File: src/rtl/me_feeder.sv
// Streaming front end for the full-search SAD array: reads the template block and
// search window from pixel memories and tags each SAD result with its candidate offset.
module me_feeder #(
    parameter int TB_LENGTH   = 16,
    parameter int SW_LENGTH   = 48,
    parameter int SAD_LATENCY = 2,
    parameter int TB_AW       = 8,
    parameter int SW_AW       = 12,
    parameter int MV_WIDTH    = 6
) (
    input  logic                clk,
    input  logic                rst_n,
    input  logic                start,
    output logic                busy,
    output logic                done,
    output logic                tb_rd,
    output logic [TB_AW-1:0]    tb_addr,
    input  logic [7:0]          tb_rdata,
    output logic                sw_rd,
    output logic [SW_AW-1:0]    sw_addr,
    input  logic [7:0]          sw_rdata,
    output logic                en_tb,
    output logic [7:0]          pel_tb,
    output logic                en_sw,
    output logic [7:0]          pel_sw,
    output logic                cand_valid,
    output logic [MV_WIDTH-1:0] cand_x,
    output logic [MV_WIDTH-1:0] cand_y
);

    localparam int CW = $clog2(SW_LENGTH);
    localparam int DW = $clog2(SAD_LATENCY + 2);

    localparam logic [TB_AW-1:0] TB_LAST    = TB_AW'(TB_LENGTH * TB_LENGTH - 1);
    localparam logic [SW_AW-1:0] SW_LAST    = SW_AW'(SW_LENGTH * SW_LENGTH - 1);
    localparam logic [CW-1:0]    EDGE       = CW'(TB_LENGTH - 1);
    localparam logic [CW-1:0]    POS_LAST   = CW'(SW_LENGTH - 1);
    localparam logic [DW-1:0]    DONE_AT    = DW'(SAD_LATENCY);
    localparam logic [DW-1:0]    DRAIN_LAST = DW'(SAD_LATENCY + 1);

    typedef enum logic [1:0] {
        IDLE,
        LOAD_TB,
        LOAD_SW,
        DRAIN
    } state_t;

    state_t               state;
    logic [DW-1:0]        drain_cnt;
    logic [CW-1:0]        col;
    logic [CW-1:0]        row;
    logic                 tag_valid;
    logic [MV_WIDTH-1:0]  tag_x;
    logic [MV_WIDTH-1:0]  tag_y;
    logic                 pipe_v [SAD_LATENCY];
    logic [MV_WIDTH-1:0]  pipe_x [SAD_LATENCY];
    logic [MV_WIDTH-1:0]  pipe_y [SAD_LATENCY];

    assign pel_tb = tb_rdata;
    assign pel_sw = sw_rdata;

    // Done is raised one cycle before leaving DRAIN so busy is still high in the done cycle.
    always_ff @(posedge clk or negedge rst_n) begin
        if (!rst_n) begin
            state     <= IDLE;
            busy      <= 1'b0;
            done      <= 1'b0;
            tb_rd     <= 1'b0;
            sw_rd     <= 1'b0;
            tb_addr   <= '0;
            sw_addr   <= '0;
            drain_cnt <= '0;
        end else begin
            done <= 1'b0;
            case (state)
                IDLE: begin
                    if (start) begin
                        state   <= LOAD_TB;
                        busy    <= 1'b1;
                        tb_rd   <= 1'b1;
                        tb_addr <= '0;
                        sw_addr <= '0;
                    end
                end
                LOAD_TB: begin
                    if (tb_addr == TB_LAST) begin
                        state   <= LOAD_SW;
                        tb_rd   <= 1'b0;
                        sw_rd   <= 1'b1;
                        sw_addr <= '0;
                    end else begin
                        tb_addr <= tb_addr + 1'b1;
                    end
                end
                LOAD_SW: begin
                    if (sw_addr == SW_LAST) begin
                        state     <= DRAIN;
                        sw_rd     <= 1'b0;
                        drain_cnt <= '0;
                    end else begin
                        sw_addr <= sw_addr + 1'b1;
                    end
                end
                DRAIN: begin
                    if (drain_cnt == DRAIN_LAST) begin
                        state <= IDLE;
                        busy  <= 1'b0;
                    end else begin
                        drain_cnt <= drain_cnt + 1'b1;
                        if (drain_cnt == DONE_AT) begin
                            done <= 1'b1;
                        end
                    end
                end
                default: state <= IDLE;
            endcase
        end
    end

    always_ff @(posedge clk or negedge rst_n) begin
        if (!rst_n) begin
            en_tb <= 1'b0;
            en_sw <= 1'b0;
        end else begin
            en_tb <= tb_rd;
            en_sw <= sw_rd;
        end
    end

    // col/row name the search-window pixel currently on pel_sw.
    always_ff @(posedge clk or negedge rst_n) begin
        if (!rst_n) begin
            col <= '0;
            row <= '0;
        end else if (state == IDLE && start) begin
            col <= '0;
            row <= '0;
        end else if (en_sw) begin
            if (col == POS_LAST) begin
                col <= '0;
                row <= (row == POS_LAST) ? '0 : row + 1'b1;
            end else begin
                col <= col + 1'b1;
            end
        end
    end

    always_comb begin
        tag_valid = en_sw && (col >= EDGE) && (row >= EDGE);
        tag_x     = '0;
        tag_y     = '0;
        if (tag_valid) begin
            tag_x = MV_WIDTH'(col - EDGE);
            tag_y = MV_WIDTH'(row - EDGE);
        end
    end

    // Delay line matching the array's adder pipeline so tags line up with sad.
    always_ff @(posedge clk or negedge rst_n) begin
        if (!rst_n) begin
            for (int i = 0; i < SAD_LATENCY; i++) begin
                pipe_v[i] <= 1'b0;
                pipe_x[i] <= '0;
                pipe_y[i] <= '0;
            end
        end else begin
            pipe_v[0] <= tag_valid;
            pipe_x[0] <= tag_x;
            pipe_y[0] <= tag_y;
            for (int i = 1; i < SAD_LATENCY; i++) begin
                pipe_v[i] <= pipe_v[i-1];
                pipe_x[i] <= pipe_x[i-1];
                pipe_y[i] <= pipe_y[i-1];
            end
        end
    end

    assign cand_valid = pipe_v[SAD_LATENCY-1];
    assign cand_x     = pipe_x[SAD_LATENCY-1];
    assign cand_y     = pipe_y[SAD_LATENCY-1];

endmodule

File: config.mk
export PLATFORM = sky130hd
export DESIGN_NAME = me_feeder
export DESIGN_NICKNAME = d
export VERILOG_FILES = /design/src/rtl/me_feeder.sv
export SDC_FILE = /design/constraint.sdc
export NUM_CORES = 1
export LEC_CHECK = 0
export ABC_AREA = 0
export CAP_MARGIN = 20
export CORE_MARGIN = 2
export CORE_UTILIZATION = 45
export CTS_CLUSTER_DIAMETER = 200
export CTS_CLUSTER_SIZE = 14
export DETAILED_ROUTE_END_ITERATION = 10
export PLACE_DENSITY = 0.76
export SYNTH_ARGS = -nofsm -noshare
export SYNTH_HDL_FRONTEND = slang
export SYNTH_SLANG_ARGS = --single-unit
File: constraint.sdc
create_clock -name clk -period 3.8 [get_ports clk]
set_input_delay 0.38 -clock clk [delete_from_list [all_inputs] [get_ports clk]]
set_output_delay 0.38 -clock clk [all_outputs]
set_load 0.01 [all_outputs]
==> summary.md <==
The critical path in this run is classified as flip-flop to flip-flop. By area, the combinational part of the netlist is dominated by simple AND/OR/NAND/NOR gates. In this run the deepest clock path goes through 2 buffers.

The cell sitting at the root of the clock tree is a sky130_fd_sc_hd__clkbuf_8. In the finished design, the share of the clock period the worst path needs comes to 56.46%. The average wire per standard cell came out at 15.17 um.

The number of gates on the worst path with buffers counted is 5, and the post-synthesis simple-gate area fraction is 18.77%. The hold violation total from the final report is 0. The worst setup path is captured at a flip-flop. The logs give 52.29% for the final design utilization and 0 ns for the total negative setup slack. The placed instances occupy a cell area of 3816 um^2. The share of the synthesized area in compound gates (AO/OA/AOI/OAI) is 14.77%.

After detailed placement, the design holds a cell count of 445. Proportion of synthesized flip-flops having asynchronous set or reset: 100.0%. The highest cell delay on the worst timing path came out at 0.45 ns. Netlist area before placement: 3567 um^2. Summed over all instances, the cell type with the most area after synthesis is sky130_fd_sc_hd__dfrtp_1. Across the run, the number of max-cap violations was 0. TritonCTS built the clock tree. The fraction of final layout cells sized beyond drive strength 1 is 10.86%.

The signal on the critical path passes through ha_1 -> nand4_4 -> o21a_1 -> a211oi_2 -> mux2_2. Yosys attributes the largest share of cell area to sky130_fd_sc_hd__dfrtp_1, sky130_fd_sc_hd__buf_4, sky130_fd_sc_hd__ha_1. The fraction of the mapped netlist area in adder cells is 3.508%, and the height of the chip is 93.04 um. For the count of final max-slew check failures, the log shows 0. The synthesis-stage register bit count works out to 68. Dividing the synthesized area by the synthesized cell count gives 10.43 um^2. The startpoint identified for the worst register-to-register timing path is tb_addr[1]. In this run the horizontal extent of the chip is 93.04 um. The category of the worst setup path launch point was a flip-flop.

The run gives 0.0004543 V as the highest ir drop seen on vdd. The HPWL after detailed placement is 4.689 mm. For this block, the routed nets add up to 6.995 mm of wire.

In this run the count of I/O pins placed on the die edge is 74. For the remaining antenna violation count, the log shows 0. Cell type of the slowest stage on the worst timing path: sky130_fd_sc_hd__dfrtp_1. In the synthesized netlist, the number of instances is 342. The path class of the tightest hold or removal check is input pin to asynchronous set/reset pin.

The logs give 2530 for the number of vias after detailed routing and 0.35 ns for the clock insertion delay at the later pin of the skew report. Counting instances in the post-synthesis netlist gives the leading cell types as sky130_fd_sc_hd__dfrtp_1, sky130_fd_sc_hd__nor2_1, sky130_fd_sc_hd__buf_4. The finished cells cover 4020 um^2.

Across the whole layout, storage elements account for 1702 um^2. Routability congestion estimate: 0.8431. At the pin with the least slew margin, the transition time is 0.8974 ns. The region available for standard cell placement spans 7687 um^2.

The die covers 8656 um^2. In this run the critical register-to-register path is captured at state[1]. The run gives 3 as the deepest level of the CTS H-tree. After filler insertion, the fill cell instance count of the layout stands at 690. The tools report the CTS buffer count as 9. The cell with the most instances after synthesis was sky130_fd_sc_hd__dfrtp_1.

The first global-routing pass estimated 11.62 mm of wire. Setup slack on the worst reg-to-reg path comes out at 1.65 ns. The number of gates given a new drive strength after cts was 0; the post-synthesis to final-layout area growth was 12.70%. The final critical path time including I/O delays and setup is 2.146 ns.

Headroom to the max-slew limit came out at 40.17%. After Yosys synthesis, XOR and XNOR cells account for 2.701% of the synthesized area. The via count of the first global-routing pass came out at 2366. The run gives 17.21% as the total track usage. For the number of antenna violations at the first check in global routing, the log shows 0. The cell row count was 32; the number of buffers and inverters on the critical path was 0.

Top achievable clock speed: 466.1 MHz. Once the floorplan was initialized, standard cells occupied 46.40% of the core. The count of input and output buffers was 41; the initial DRC count was 175.

Setup violations remaining at the end of the flow were counted as 0. Summed over all cells, the static leakage comes to 0.001780 uW. In this run the worst setup path begins at tb_addr[1]. For this run, the post-layout net count is 383. The total overflow left after global routing is 0. The cell count of the worst reg-to-reg path was 5.

The run finished with clean final reports. The number of antenna diodes is 0, and the worst clock skew is 0.009882 ns. At the worst endpoint, the required time is 4.03 ns. The top cell type by area accounts for 47.70% of the synthesized area. Worst-case setup margin in the final layout: 1.654 ns. For this design the ratio of total power to cell area is 547.6 nW/um^2. Of the synthesized area, sequential elements account for 47.70%. After clock tree synthesis, the clock-pin slew on the worst setup and hold paths is 0.08 ns.

Of the post-synthesis cell area, the part taken by muxes is 3.437%. The tools report the number of distinct standard cells referenced by the synthesized netlist as 63. Critical path arrival: 2.38 ns.

Counting flops with a built-in enable in the synthesized netlist gives 0. In this run, post-CTS hold repair placed 0 buffers. The run gives 68 as the count of clock tree sinks. When the netlist entered floorplanning its net count stood at 371.

The finished layout holds 461 standard cells, fillers aside. The capture point of the worst path was state[1]. The maximum fanout along the worst path was 11; the pin count of the biggest net entering global routing was 38. The number of buffers inserted by post-CTS setup repair is 0.

Setup repair after global routing left no endpoint under its margin. For this run, design rule violations remaining after detail routing come to 0. The multi-input combinational cells in the finished layout cover a total of 1540 um^2. Among cell families on the critical path, the largest total delay comes from compound AO/OA/AOI/OAI gates. Yosys printed 0 warnings.

Using the TritonRoute via totals, the vias-per-cell ratio works out to 5.488. The flip-flop cell with the highest count after synthesis is sky130_fd_sc_hd__dfrtp_1. OpenSTA, run right after detailed placement, puts the worst setup slack at 1.687 ns. The tools report the count of TritonRoute iterations in the first routing pass as 4.
==> placed cells by master, fill, tap and decap left out, types with 3 or more instances in the layout <==
cell,count
sky130_fd_sc_hd__a21oi_1,15
sky130_fd_sc_hd__a22o_1,6
sky130_fd_sc_hd__a31oi_1,6
sky130_fd_sc_hd__and2_1,4
sky130_fd_sc_hd__and3_1,7
sky130_fd_sc_hd__clkbuf_8,9
sky130_fd_sc_hd__clkdlybuf4s50_1,40
sky130_fd_sc_hd__dfrtp_1,68
sky130_fd_sc_hd__ha_1,10
sky130_fd_sc_hd__inv_1,9
sky130_fd_sc_hd__inv_6,4
sky130_fd_sc_hd__mux2_2,6
sky130_fd_sc_hd__mux2i_1,4
sky130_fd_sc_hd__nand2_1,22
sky130_fd_sc_hd__nand2b_1,9
sky130_fd_sc_hd__nand3_1,13
sky130_fd_sc_hd__nand3b_1,3
sky130_fd_sc_hd__nand4_1,6
sky130_fd_sc_hd__nor2_1,29
sky130_fd_sc_hd__nor3_1,3
sky130_fd_sc_hd__nor4_1,3
sky130_fd_sc_hd__o211ai_1,5
sky130_fd_sc_hd__o21ai_0,19
sky130_fd_sc_hd__xnor2_1,6
sky130_fd_sc_hd__xor2_1,5
==> state kept, by name, indices dropped and copies added, names as in the netlist, 2 cells and up <==
signal and count:
cand_x 6, cand_y 6, col 6, drain_cnt 2, pipe_x 6, pipe_y 6
row 6, state 2, sw_addr 12, tb_addr 8
==> stage by stage <==
step / hold slack, ns / total power, uW
global placement: 0.3350 / 1565
floorplan: 0.08441 / 1404
detailed placement: 0.3347 / 1591
CTS: 0.09071 / 2211
global route: 0.1313 / 2334
finish: 0.08087 / 2201
==> routing by layer <==
layer  track usage [%]  wire, um  vias to the layer above
met2             24.52      3059                       60
li1                  -         -                     1221
met5                 0         0                        -
met4             7.843       152                        0
met1             24.50      3427                     1234
met3             4.674       356                       15
==> power breakdown <==
group          internal, uW  switching [uW]  leakage [uW]
registers               787            80.1      0.000930
clock network           312             305     0.0000973
logic                   288             429      0.000752
total                  1390             814       0.00178
==> worst min-delay path by stage <==
stage | endpoint | depth (start not counted)
4_1_cts | sw_addr[2] | 1
5_1_grt | sw_addr[2] | 1
6_report | sw_addr[2] | 1
3_3_place_gp | cand_x[0] | 0
2_1_floorplan | busy | 0
3_5_place_dp | cand_x[5] | 0
==> cells by family (layout without fill, tap and decap cells) <==
family | after synthesis | count (layout)
compound gates | 75 | 75
flops | 68 | 68
xor+xnor | 11 | 11
simple gates | 117 | 117
fa+ha+maj | 10 | 10
mux | 11 | 11
buf+inv | 50 | 67
==> area by class of cell <==
class / count / share of cell area (%)
Multi-Input combinational cell: 224 / 38.31
Sequential cell: 68 / 42.33
Clock buffer: 9 / 3.081
Timing Repair Buffer: 42 / 10.27
Tap cell: 102 / 3.175
Inverter: 9 / 0.8403
Clock inverter: 7 / 1.992
==> worst register-to-register path: cells and delay by family, from the launching register on <==
| family | cells | cell delay, ns |
|---|---|---|
| DFF | 1 | 0.45 |
| adders and majority gates | 1 | 0.33 |
| and+or+nand+nor | 1 | 0.21 |
| AOI/OAI and AO/OA | 2 | 0.68 |
| muxes | 1 | 0.37 |
Power figures use the tool's default switching activity.
